==> src/rtl/spi_page_writer.sv <==
// Serial-flash writer for a W25Q32: one 1024-bit page program from a bit-serial buffer,
// or one 4 KB sector erase, each preceded by Write Enable and followed by status polling.
module spi_page_writer #(
    parameter int CSH_CYCLES = 4,
    parameter int POLL_LIMIT = 65535
) (
    input  logic        MCLK,
    input  logic        RST,
    input  logic        START,
    input  logic        OPTYPE,
    input  logic [2:0]  IMGNUM,
    input  logic [11:0] PAGE,
    output logic        BUSY,
    output logic        DONE,
    output logic        ERR,
    output logic        nBUFRDEN,
    output logic [9:0]  BUFRDADDR,
    input  logic        BUFRDDATA,
    output logic        nCS,
    output logic        CLK,
    output logic        MOSI,
    input  logic        MISO
);

    localparam logic [3:0] S_IDLE    = 4'd0;
    localparam logic [3:0] S_WREN    = 4'd1;
    localparam logic [3:0] S_GAP1    = 4'd2;
    localparam logic [3:0] S_CMD     = 4'd3;
    localparam logic [3:0] S_DATA    = 4'd4;
    localparam logic [3:0] S_END_CMD = 4'd5;
    localparam logic [3:0] S_GAP2    = 4'd6;
    localparam logic [3:0] S_RDSR    = 4'd7;
    localparam logic [3:0] S_FINISH  = 4'd8;

    localparam logic [7:0]  OP_WREN  = 8'h06;
    localparam logic [7:0]  OP_PP    = 8'h02;
    localparam logic [7:0]  OP_SE    = 8'h20;
    localparam logic [7:0]  OP_RDSR  = 8'h05;
    localparam logic [7:0]  GAP_LAST = 8'(CSH_CYCLES);
    localparam logic [15:0] POLL_MAX = 16'(POLL_LIMIT);

    logic [3:0]  state_q, state_d;
    logic        phase_q, phase_d;
    logic [9:0]  bit_cnt_q, bit_cnt_d;
    logic [7:0]  gap_cnt_q, gap_cnt_d;
    logic [15:0] poll_cnt_q, poll_cnt_d;
    logic        stat_q, stat_d;
    logic [31:0] sh_q, sh_d;
    logic        op_q, op_d;
    logic [2:0]  img_q, img_d;
    logic [11:0] page_q, page_d;
    logic        busy_q, busy_d;
    logic        done_q, done_d;
    logic        err_q, err_d;
    logic        nbufrden_q, nbufrden_d;
    logic [9:0]  bufaddr_q, bufaddr_d;
    logic        ncs_q, ncs_d;
    logic        clk_q, clk_d;
    logic        mosi_q, mosi_d;

    logic [23:0] addr_s;
    logic [15:0] poll_inc_s;

    assign addr_s     = {2'b00, img_q, page_q, 7'b0000000};
    assign poll_inc_s = (poll_cnt_q == 16'hFFFF) ? poll_cnt_q : (poll_cnt_q + 16'd1);

    // Next-state logic: phase A drops CLK and presents a bit, phase B raises CLK and samples MISO.
    always_comb begin
        state_d    = state_q;
        phase_d    = phase_q;
        bit_cnt_d  = bit_cnt_q;
        gap_cnt_d  = gap_cnt_q;
        poll_cnt_d = poll_cnt_q;
        stat_d     = stat_q;
        sh_d       = sh_q;
        op_d       = op_q;
        img_d      = img_q;
        page_d     = page_q;
        busy_d     = busy_q;
        done_d     = done_q;
        err_d      = err_q;
        nbufrden_d = nbufrden_q;
        bufaddr_d  = bufaddr_q;
        ncs_d      = ncs_q;
        clk_d      = clk_q;
        mosi_d     = mosi_q;
        case (state_q)
            S_IDLE: begin
                done_d = 1'b0;
                busy_d = 1'b0;
                if (START) begin
                    op_d      = OPTYPE;
                    img_d     = IMGNUM;
                    page_d    = OPTYPE ? (PAGE & 12'hFE0) : PAGE;
                    err_d     = 1'b0;
                    busy_d    = 1'b1;
                    ncs_d     = 1'b0;
                    sh_d      = {OP_WREN, 24'h000000};
                    bit_cnt_d = 10'd0;
                    phase_d   = 1'b0;
                    state_d   = S_WREN;
                end else begin
                    state_d = S_IDLE;
                end
            end
            S_WREN: begin
                if (!phase_q) begin
                    clk_d   = 1'b0;
                    mosi_d  = sh_q[31];
                    phase_d = 1'b1;
                end else begin
                    clk_d     = 1'b1;
                    sh_d      = {sh_q[30:0], 1'b0};
                    phase_d   = 1'b0;
                    bit_cnt_d = bit_cnt_q + 10'd1;
                    if (bit_cnt_q == 10'd7) begin
                        bit_cnt_d = 10'd0;
                        gap_cnt_d = 8'd0;
                        state_d   = S_GAP1;
                    end else begin
                        state_d = S_WREN;
                    end
                end
            end
            S_GAP1: begin
                ncs_d     = 1'b1;
                gap_cnt_d = gap_cnt_q + 8'd1;
                if (gap_cnt_q == GAP_LAST) begin
                    ncs_d     = 1'b0;
                    sh_d      = {(op_q ? OP_SE : OP_PP), addr_s};
                    bit_cnt_d = 10'd0;
                    gap_cnt_d = 8'd0;
                    state_d   = S_CMD;
                end else begin
                    state_d = S_GAP1;
                end
            end
            S_CMD: begin
                if (!phase_q) begin
                    clk_d   = 1'b0;
                    mosi_d  = sh_q[31];
                    phase_d = 1'b1;
                    // Fetch buffer bit 0 two cycles ahead so it is ready for the first data bit.
                    if ((bit_cnt_q == 10'd31) && !op_q) begin
                        nbufrden_d = 1'b0;
                        bufaddr_d  = 10'd0;
                    end else begin
                        nbufrden_d = nbufrden_q;
                    end
                end else begin
                    clk_d     = 1'b1;
                    sh_d      = {sh_q[30:0], 1'b0};
                    phase_d   = 1'b0;
                    bit_cnt_d = bit_cnt_q + 10'd1;
                    if (bit_cnt_q == 10'd31) begin
                        bit_cnt_d = 10'd0;
                        state_d   = op_q ? S_END_CMD : S_DATA;
                    end else begin
                        state_d = S_CMD;
                    end
                end
            end
            S_DATA: begin
                if (!phase_q) begin
                    clk_d   = 1'b0;
                    mosi_d  = BUFRDDATA;
                    phase_d = 1'b1;
                    if (bit_cnt_q == 10'd1023) begin
                        nbufrden_d = 1'b1;
                    end else begin
                        bufaddr_d = bufaddr_q + 10'd1;
                    end
                end else begin
                    clk_d     = 1'b1;
                    phase_d   = 1'b0;
                    bit_cnt_d = bit_cnt_q + 10'd1;
                    if (bit_cnt_q == 10'd1023) begin
                        bit_cnt_d = 10'd0;
                        state_d   = S_END_CMD;
                    end else begin
                        state_d = S_DATA;
                    end
                end
            end
            S_END_CMD: begin
                ncs_d     = 1'b1;
                gap_cnt_d = 8'd1;
                state_d   = S_GAP2;
            end
            S_GAP2: begin
                ncs_d     = 1'b1;
                gap_cnt_d = gap_cnt_q + 8'd1;
                if (gap_cnt_q == GAP_LAST) begin
                    ncs_d      = 1'b0;
                    sh_d       = {OP_RDSR, 24'h000000};
                    bit_cnt_d  = 10'd0;
                    gap_cnt_d  = 8'd0;
                    stat_d     = 1'b0;
                    poll_cnt_d = 16'd0;
                    state_d    = S_RDSR;
                end else begin
                    state_d = S_GAP2;
                end
            end
            S_RDSR: begin
                if (!phase_q) begin
                    clk_d   = 1'b0;
                    mosi_d  = stat_q ? 1'b0 : sh_q[31];
                    phase_d = 1'b1;
                end else begin
                    clk_d     = 1'b1;
                    sh_d      = {sh_q[30:0], 1'b0};
                    phase_d   = 1'b0;
                    bit_cnt_d = bit_cnt_q + 10'd1;
                    if (bit_cnt_q == 10'd7) begin
                        bit_cnt_d = 10'd0;
                        stat_d    = 1'b1;
                        // MISO on the last bit of a status byte is the flash BUSY flag.
                        if (stat_q) begin
                            poll_cnt_d = poll_inc_s;
                            if (!MISO) begin
                                state_d = S_FINISH;
                            end else if (poll_inc_s == POLL_MAX) begin
                                err_d   = 1'b1;
                                state_d = S_FINISH;
                            end else begin
                                state_d = S_RDSR;
                            end
                        end else begin
                            state_d = S_RDSR;
                        end
                    end else begin
                        state_d = S_RDSR;
                    end
                end
            end
            S_FINISH: begin
                ncs_d      = 1'b1;
                clk_d      = 1'b1;
                mosi_d     = 1'b0;
                done_d     = 1'b1;
                nbufrden_d = 1'b1;
                bufaddr_d  = 10'd0;
                phase_d    = 1'b0;
                bit_cnt_d  = 10'd0;
                stat_d     = 1'b0;
                state_d    = S_IDLE;
            end
            default: begin
                ncs_d      = 1'b1;
                clk_d      = 1'b1;
                mosi_d     = 1'b0;
                busy_d     = 1'b0;
                done_d     = 1'b0;
                nbufrden_d = 1'b1;
                bufaddr_d  = 10'd0;
                state_d    = S_IDLE;
            end
        endcase
    end

    // State and output registers with synchronous reset.
    always_ff @(posedge MCLK) begin
        if (RST) begin
            state_q    <= S_IDLE;
            phase_q    <= 1'b0;
            bit_cnt_q  <= 10'd0;
            gap_cnt_q  <= 8'd0;
            poll_cnt_q <= 16'd0;
            stat_q     <= 1'b0;
            sh_q       <= 32'd0;
            op_q       <= 1'b0;
            img_q      <= 3'd0;
            page_q     <= 12'd0;
            busy_q     <= 1'b0;
            done_q     <= 1'b0;
            err_q      <= 1'b0;
            nbufrden_q <= 1'b1;
            bufaddr_q  <= 10'd0;
            ncs_q      <= 1'b1;
            clk_q      <= 1'b1;
            mosi_q     <= 1'b0;
        end else begin
            state_q    <= state_d;
            phase_q    <= phase_d;
            bit_cnt_q  <= bit_cnt_d;
            gap_cnt_q  <= gap_cnt_d;
            poll_cnt_q <= poll_cnt_d;
            stat_q     <= stat_d;
            sh_q       <= sh_d;
            op_q       <= op_d;
            img_q      <= img_d;
            page_q     <= page_d;
            busy_q     <= busy_d;
            done_q     <= done_d;
            err_q      <= err_d;
            nbufrden_q <= nbufrden_d;
            bufaddr_q  <= bufaddr_d;
            ncs_q      <= ncs_d;
            clk_q      <= clk_d;
            mosi_q     <= mosi_d;
        end
    end

    assign BUSY      = busy_q;
    assign DONE      = done_q;
    assign ERR       = err_q;
    assign nBUFRDEN  = nbufrden_q;
    assign BUFRDADDR = bufaddr_q;
    assign nCS       = ncs_q;
    assign CLK       = clk_q;
    assign MOSI      = mosi_q;

endmodule

==> config.mk <==
export PLATFORM = sky130hd
export DESIGN_NAME = spi_page_writer
export DESIGN_NICKNAME = d
export VERILOG_FILES = /design/src/rtl/spi_page_writer.sv
export SDC_FILE = /design/constraint.sdc
export NUM_CORES = 1
export LEC_CHECK = 0
export ABC_CLOCK_PERIOD_IN_PS = 2360
export BUFFER_PORTS_ARGS = -buffer_cell sky130_fd_sc_hd__buf_4
export CAP_MARGIN = 20
export CORE_MARGIN = 2
export CORE_UTILIZATION = 30
export DETAILED_ROUTE_END_ITERATION = 10
export GPL_ROUTABILITY_DRIVEN = 1
export PLACE_DENSITY = 0.54
export SYNTH_ARGS = -nofsm -noshare
export SYNTH_HDL_FRONTEND = slang
export SYNTH_SLANG_ARGS = --single-unit
==> constraint.sdc <==
create_clock -name MCLK -period 2.36 [get_ports MCLK]
set_input_delay 0.472 -clock MCLK [delete_from_list [all_inputs] [get_ports MCLK]]
set_output_delay 0.472 -clock MCLK [all_outputs]
set_load 0.02 [all_outputs]
== After elaboration in Yosys (flattened, before gate mapping) ==
Index checks and enable logic that the tools add are counted.
Word-level totals
  register bits after elaboration: 105
  output and inout port bits: 17
  word-level logic and storage cells: 170
  input port bits: 21
Cells by class
  $add $sub $neg: 4
  bitwise logic cells: 3
  reduce and logical (&&, ||, !) cells: 32
  equal/unequal tests: 36
  mux-type cells: 77
Operator list (count)
  32-bit 2-to-1 mux: 4
  32-bit case mux with 4 select lines: 1
  10-bit 2-to-1 mux: 12
  16-bit 2-to-1 mux: 5
  10-bit case mux with 6 select lines: 1
  2-bit inequality test, second input constant: 19
  16-bit == test, second input constant: 2
  4-bit 2-to-1 mux: 8
  16-bit case mux with 2 select lines: 1
  4-bit case mux with 8 select lines: 1
  10-bit case mux with 3 select lines: 1
  1-bit 2-to-1 mux: 26
  8-bit 2-to-1 mux: 3
  8-bit case mux with 3 select lines: 1
  10-bit by 1-bit adder with 10-bit output, second input constant: 2
  5-bit AND reduction: 4
  16-bit by 1-bit adder with 16-bit output, second input constant: 1
  4-bit by 3-bit == test with 1-bit output, second input constant: 4
  1-bit case mux with 3 select lines: 4
  4-bit AND reduction: 3
  10-bit == test, second input constant: 1
  10-bit by 3-bit == test with 1-bit output, second input constant: 1
  10-bit by 5-bit == test with 1-bit output, second input constant: 1
  3-bit nonzero test: 3
  29 further kinds: 43

== Longest topological paths before layout ==
  depth in word-level cells: 9
  gate-level depth with buffers: 9
  depth with buffers taken out: 8

== Least setup slack after synthesis ==
No wires, ideal clock.
  kind: flip-flop to flip-flop
  start: register bit_cnt_q[0]
  end: register poll_cnt_q[5]
  stages on the path, launching flop included: 8
  slack: 0.048 ns
  setup time: 0.070 ns
  period minus slack after synthesis: 2.312 ns
  arrival: 2.242 ns
  path buffers: 0
  data required time: 2.290 ns
  cells stage by stage: dfxtp_1 > ha_1 > or4bb_1 > o41ai_2 > and3b_1 > nand2_1 > or4_1 > a21oi_1
On the way
  longest elaborated chain between the ends: 3
RTL lines
  from (decl): RTL line 44  | logic [9:0] bit_cnt_q, bit_cnt_d;
  from (signal assigned): RTL line 286  | bit_cnt_q <= bit_cnt_d;
  10-bit by 3-bit == test with 1-bit output: RTL line 215  | if (bit_cnt_q == 10'd7) begin
  2-bit inequality test (no source line)
  5-bit AND reduction (no source line)
  to (signal assigned): RTL line 288  | poll_cnt_q <= poll_cnt_d;
  to (decl): RTL line 46  | logic [15:0] poll_cnt_q, poll_cnt_d;
Every way passes these cells.
A chain may end at the register's enable or synchronous reset.

== Worst setup path after layout ==
  start: register bit_cnt_q[1]
  end: register poll_cnt_q[6]
Same word-level chain as after synthesis.

==> metrics.yaml <==
outcome:
  outcome: "complete, no violations"
timing:
  finalHoldViolCount: 0
  period_needed_ps: 2280
  setup_viol: 0
  maxSlewViolCount: 0
  fin_ws_ps: 76.4
  slew_headroom_pct: 64.4
  whs_ps: 357
  fmax_mhz: 438
  fin_crit_sh_pct: 96.8
  worst_pin_slew_ps: 534
  fin_worst_skew_ps: 9.23
final_layout:
  areaGrowthSynthToFinish_pct: 25.1
  mostFrequentLayoutCell: "buf_4"
  nNetsFinal: 785
  layout_common_cells: "buf_4, dfxtp_1, nand2_1, a21oi_1, nor2_1"
  num_antenna_cells: 0
  stdcell_area_sq_um: 6620
  finalNonFillerCells: 989
  final_layout_size_suffix_gt1_share_pct: 20.8
  final.fill_count: 1833
routing:
  ant_nets: 0
  route.detailed.drc: 0
  vias: 5245
  viasPerCell: 5.30
  drt-pass1-iter-count: 5
  dr.first_iter.drc_count: 430
  avgRoutedWirePerCell_microns: 15.0
  wl_mm: 14.8
place:
  numPortBuffers: 37
  dpl_cell_area_sq_um: 6170
  gp_congestion: 0.907
  post-place-ws_ps: -161
  place_hpwl_mm: 10.1
  placedCellCount: 969
grt:
  grtUsageTotal_pct: 16.0
  grt_overflow: 0
  grt_max_degree: 46
  grt_pass1_wl_mm: 24.0
  antenna_found_initial: 0
  first_global_vias: 4773
pwr:
  power.density_nw_per_um2: 527
  ir_drop_v: 0.000423
  power_mw: 3.49
  swShare_pct: 26.8
  power.share.clock_pct: 42.4
  p_sw_uw: 938
  p_int_mw: 2.56
  leakage_nw: 2.36
  pwr-share-comb_pct: 8.7
  seqPwrFrac_pct: 48.8
synthesis:
  syn_area_sq_um: 5290
  synthArstFlopShare_pct: 0
  synth_nets: 717
  synth_ff_type: "dfxtp_1"
  synth.ff_latch_count: 98
  synth_edf_count: 0
  synth_cell_type_count: 69
  syn_area_per_cell_sq_um: 7.66
  synth_warnings: 0
  yosysSeqAreaShare_pct: 37.1
  syn_inst: 691
critical_path:
  required_ps: 2640
  rr_endpoint: "poll_cnt_q[6]"
  ff2ff_path_depth: 7
  critPathSlowestCell: "or4bb_4"
  endpoint_kind: "flip-flop"
  r2r-start: "bit_cnt_q[1]"
  start_kind: "flip-flop"
  crit_fanout: 3
  crit_family: "simple AND/OR/NAND/NOR gates"
  cpPeakStageDelay_ps: 480
  cp_num_buf_inv: 0
  worstPathCellList: "ha_4 > or4bb_4 > o41ai_4 > and3b_2 > nand2_2 > or4_1 > a21oi_1"
  ff2ff_setup_slack_ps: 80
  crit_type: "reg -> reg"
  crit_arrival_ps: 2560
clocking:
  clock_latency_ps: 350
  cts_tree: "done"
  cts_made_buffers: 9
  hold_buffers: 0
  clk_pin_slew_ps: 80
  cts-root-buf: "clkbuf_16"
  cts.sinks: 98
  clk_path_buf_depth: 2
  htree_levels: 3
hold_path:
  hold_depth: 3
  hold_end: "page_q[5]"
  hold_path_class: "in -> reg"
  min_from: "PAGE[5]"
job:
  maxCapViolations: 0
floorplanning:
  die_x_microns: 137
  num_rows: 48
  start_util_pct: 30.6
  core_sq_um: 17300
  dieHeight_microns: 137
  io_pins: 38
  dieArea_sq_um: 18700
## worst register-to-register path, cell delays in order, from the launching register on
cell	delay [ps]
dfxtp_2	360
ha_4	140
or4bb_4	480
o41ai_4	370
and3b_2	270
nand2_2	60
or4_1	390
a21oi_1	140
## layout make-up
class,instances,area [sq um],area share (%)
multi-input cells,527,3190,48.1
inverters,13,48.8,0.737
repair buffers,110,842,12.7
clock buffers,9,225,3.40
well taps,225,282,4.25
flip-flops and latches,98,1970,29.7
clock inverters,7,71.3,1.08
## metal layers
metal / vias up / wire length, microns / GRT usage (%) / share of wire [%]
li1: 2671 / - / - / -
met1: 2437 / 7420 / 22.3 / 50
met2: 123 / 6650 / 25.2 / 45
met3: 14 / 561 / 2.56 / 3.8
met4: 0 / 208 / 5.27 / 1.4
met5: - / 0 / 0 / 0
## kinds of logic (layout without fill, tap and decap cells)
kind of cell | after synthesis | in the layout | synth area share (%)
muxes | 3 | 3 | 0.591
adders and majority gates | 6 | 6 | 1.37
buffers and inverters | 66 | 139 | 4.96
xor gates and xnor gates | 14 | 14 | 2.32
DFF | 98 | 98 | 37.1
AOI/OAI and AO/OA | 188 | 188 | 23.4
and+or+nand+nor | 316 | 316 | 30.3
## through the flow
stage	setup TNS, ps	utilization (%)
after floorplan	0	-
after global placement	-347	35.7
after detailed placement	-318	35.7
after CTS	0	37.6
after global routing	-17.2	38.3
final	0	38.3
## power by group through the flow
stage / sequential (mW) / combinational, mW / clock, mW
after floorplan: 1.74 / 0.168 / 0
after global placement: 1.74 / 0.299 / 0
after detailed placement: 1.74 / 0.299 / 0
after CTS: 1.70 / 0.303 / 1.53
after global routing: 1.71 / 0.334 / 1.60
final: 1.71 / 0.305 / 1.48
## Yosys cell counts, types with 10 or more instances
master    number  area share, %
a21oi_1       80            7.6
a22o_1        15            2.5
clkbuf_1      36            2.6
dfxtp_1       98             37
inv_1         13           0.92
nand2_1       87            6.2
nand2b_1      10            1.2
nand3_1       45            4.3
nand4_1       14            1.7
nor2_1        62            4.4
nor3_1        28            2.6
o21ai_0       23            2.2
xnor2_1       13            2.2
## timing repair
item | CTS | global route
gates cloned | 0 | 1
pin swaps | 3 | 7
gates resized for setup | 5 | 24
setup endpoints to repair | 8 | 22
buffers inserted | 2 | 2
## sequential cells by signal, indices dropped and copies added, names as in the netlist
register,count
state_q,4
BUFRDADDR,10
nCS,1
nBUFRDEN,1
sh_q,25
MOSI,1
stat_q,1
gap_cnt_q,8
phase_q,1
ERR,1
DONE,1
img_q,3
poll_cnt_q,16
CLK,1
page_q,12
bit_cnt_q,10
op_q,1
BUSY,1
## worst max path at each step
stage / startpoint / endpoint / cells after the start
floorplan: bit_cnt_q[0] / poll_cnt_q[5] / 7
global placement: bit_cnt_q[0] / poll_cnt_q[5] / 7
detailed placement: bit_cnt_q[0] / poll_cnt_q[5] / 7
CTS: bit_cnt_q[1] / poll_cnt_q[5] / 7
global route: poll_cnt_q[0] / state_q[0] / 8
finish: bit_cnt_q[1] / poll_cnt_q[6] / 7
Power figures use the tool's default switching activity.
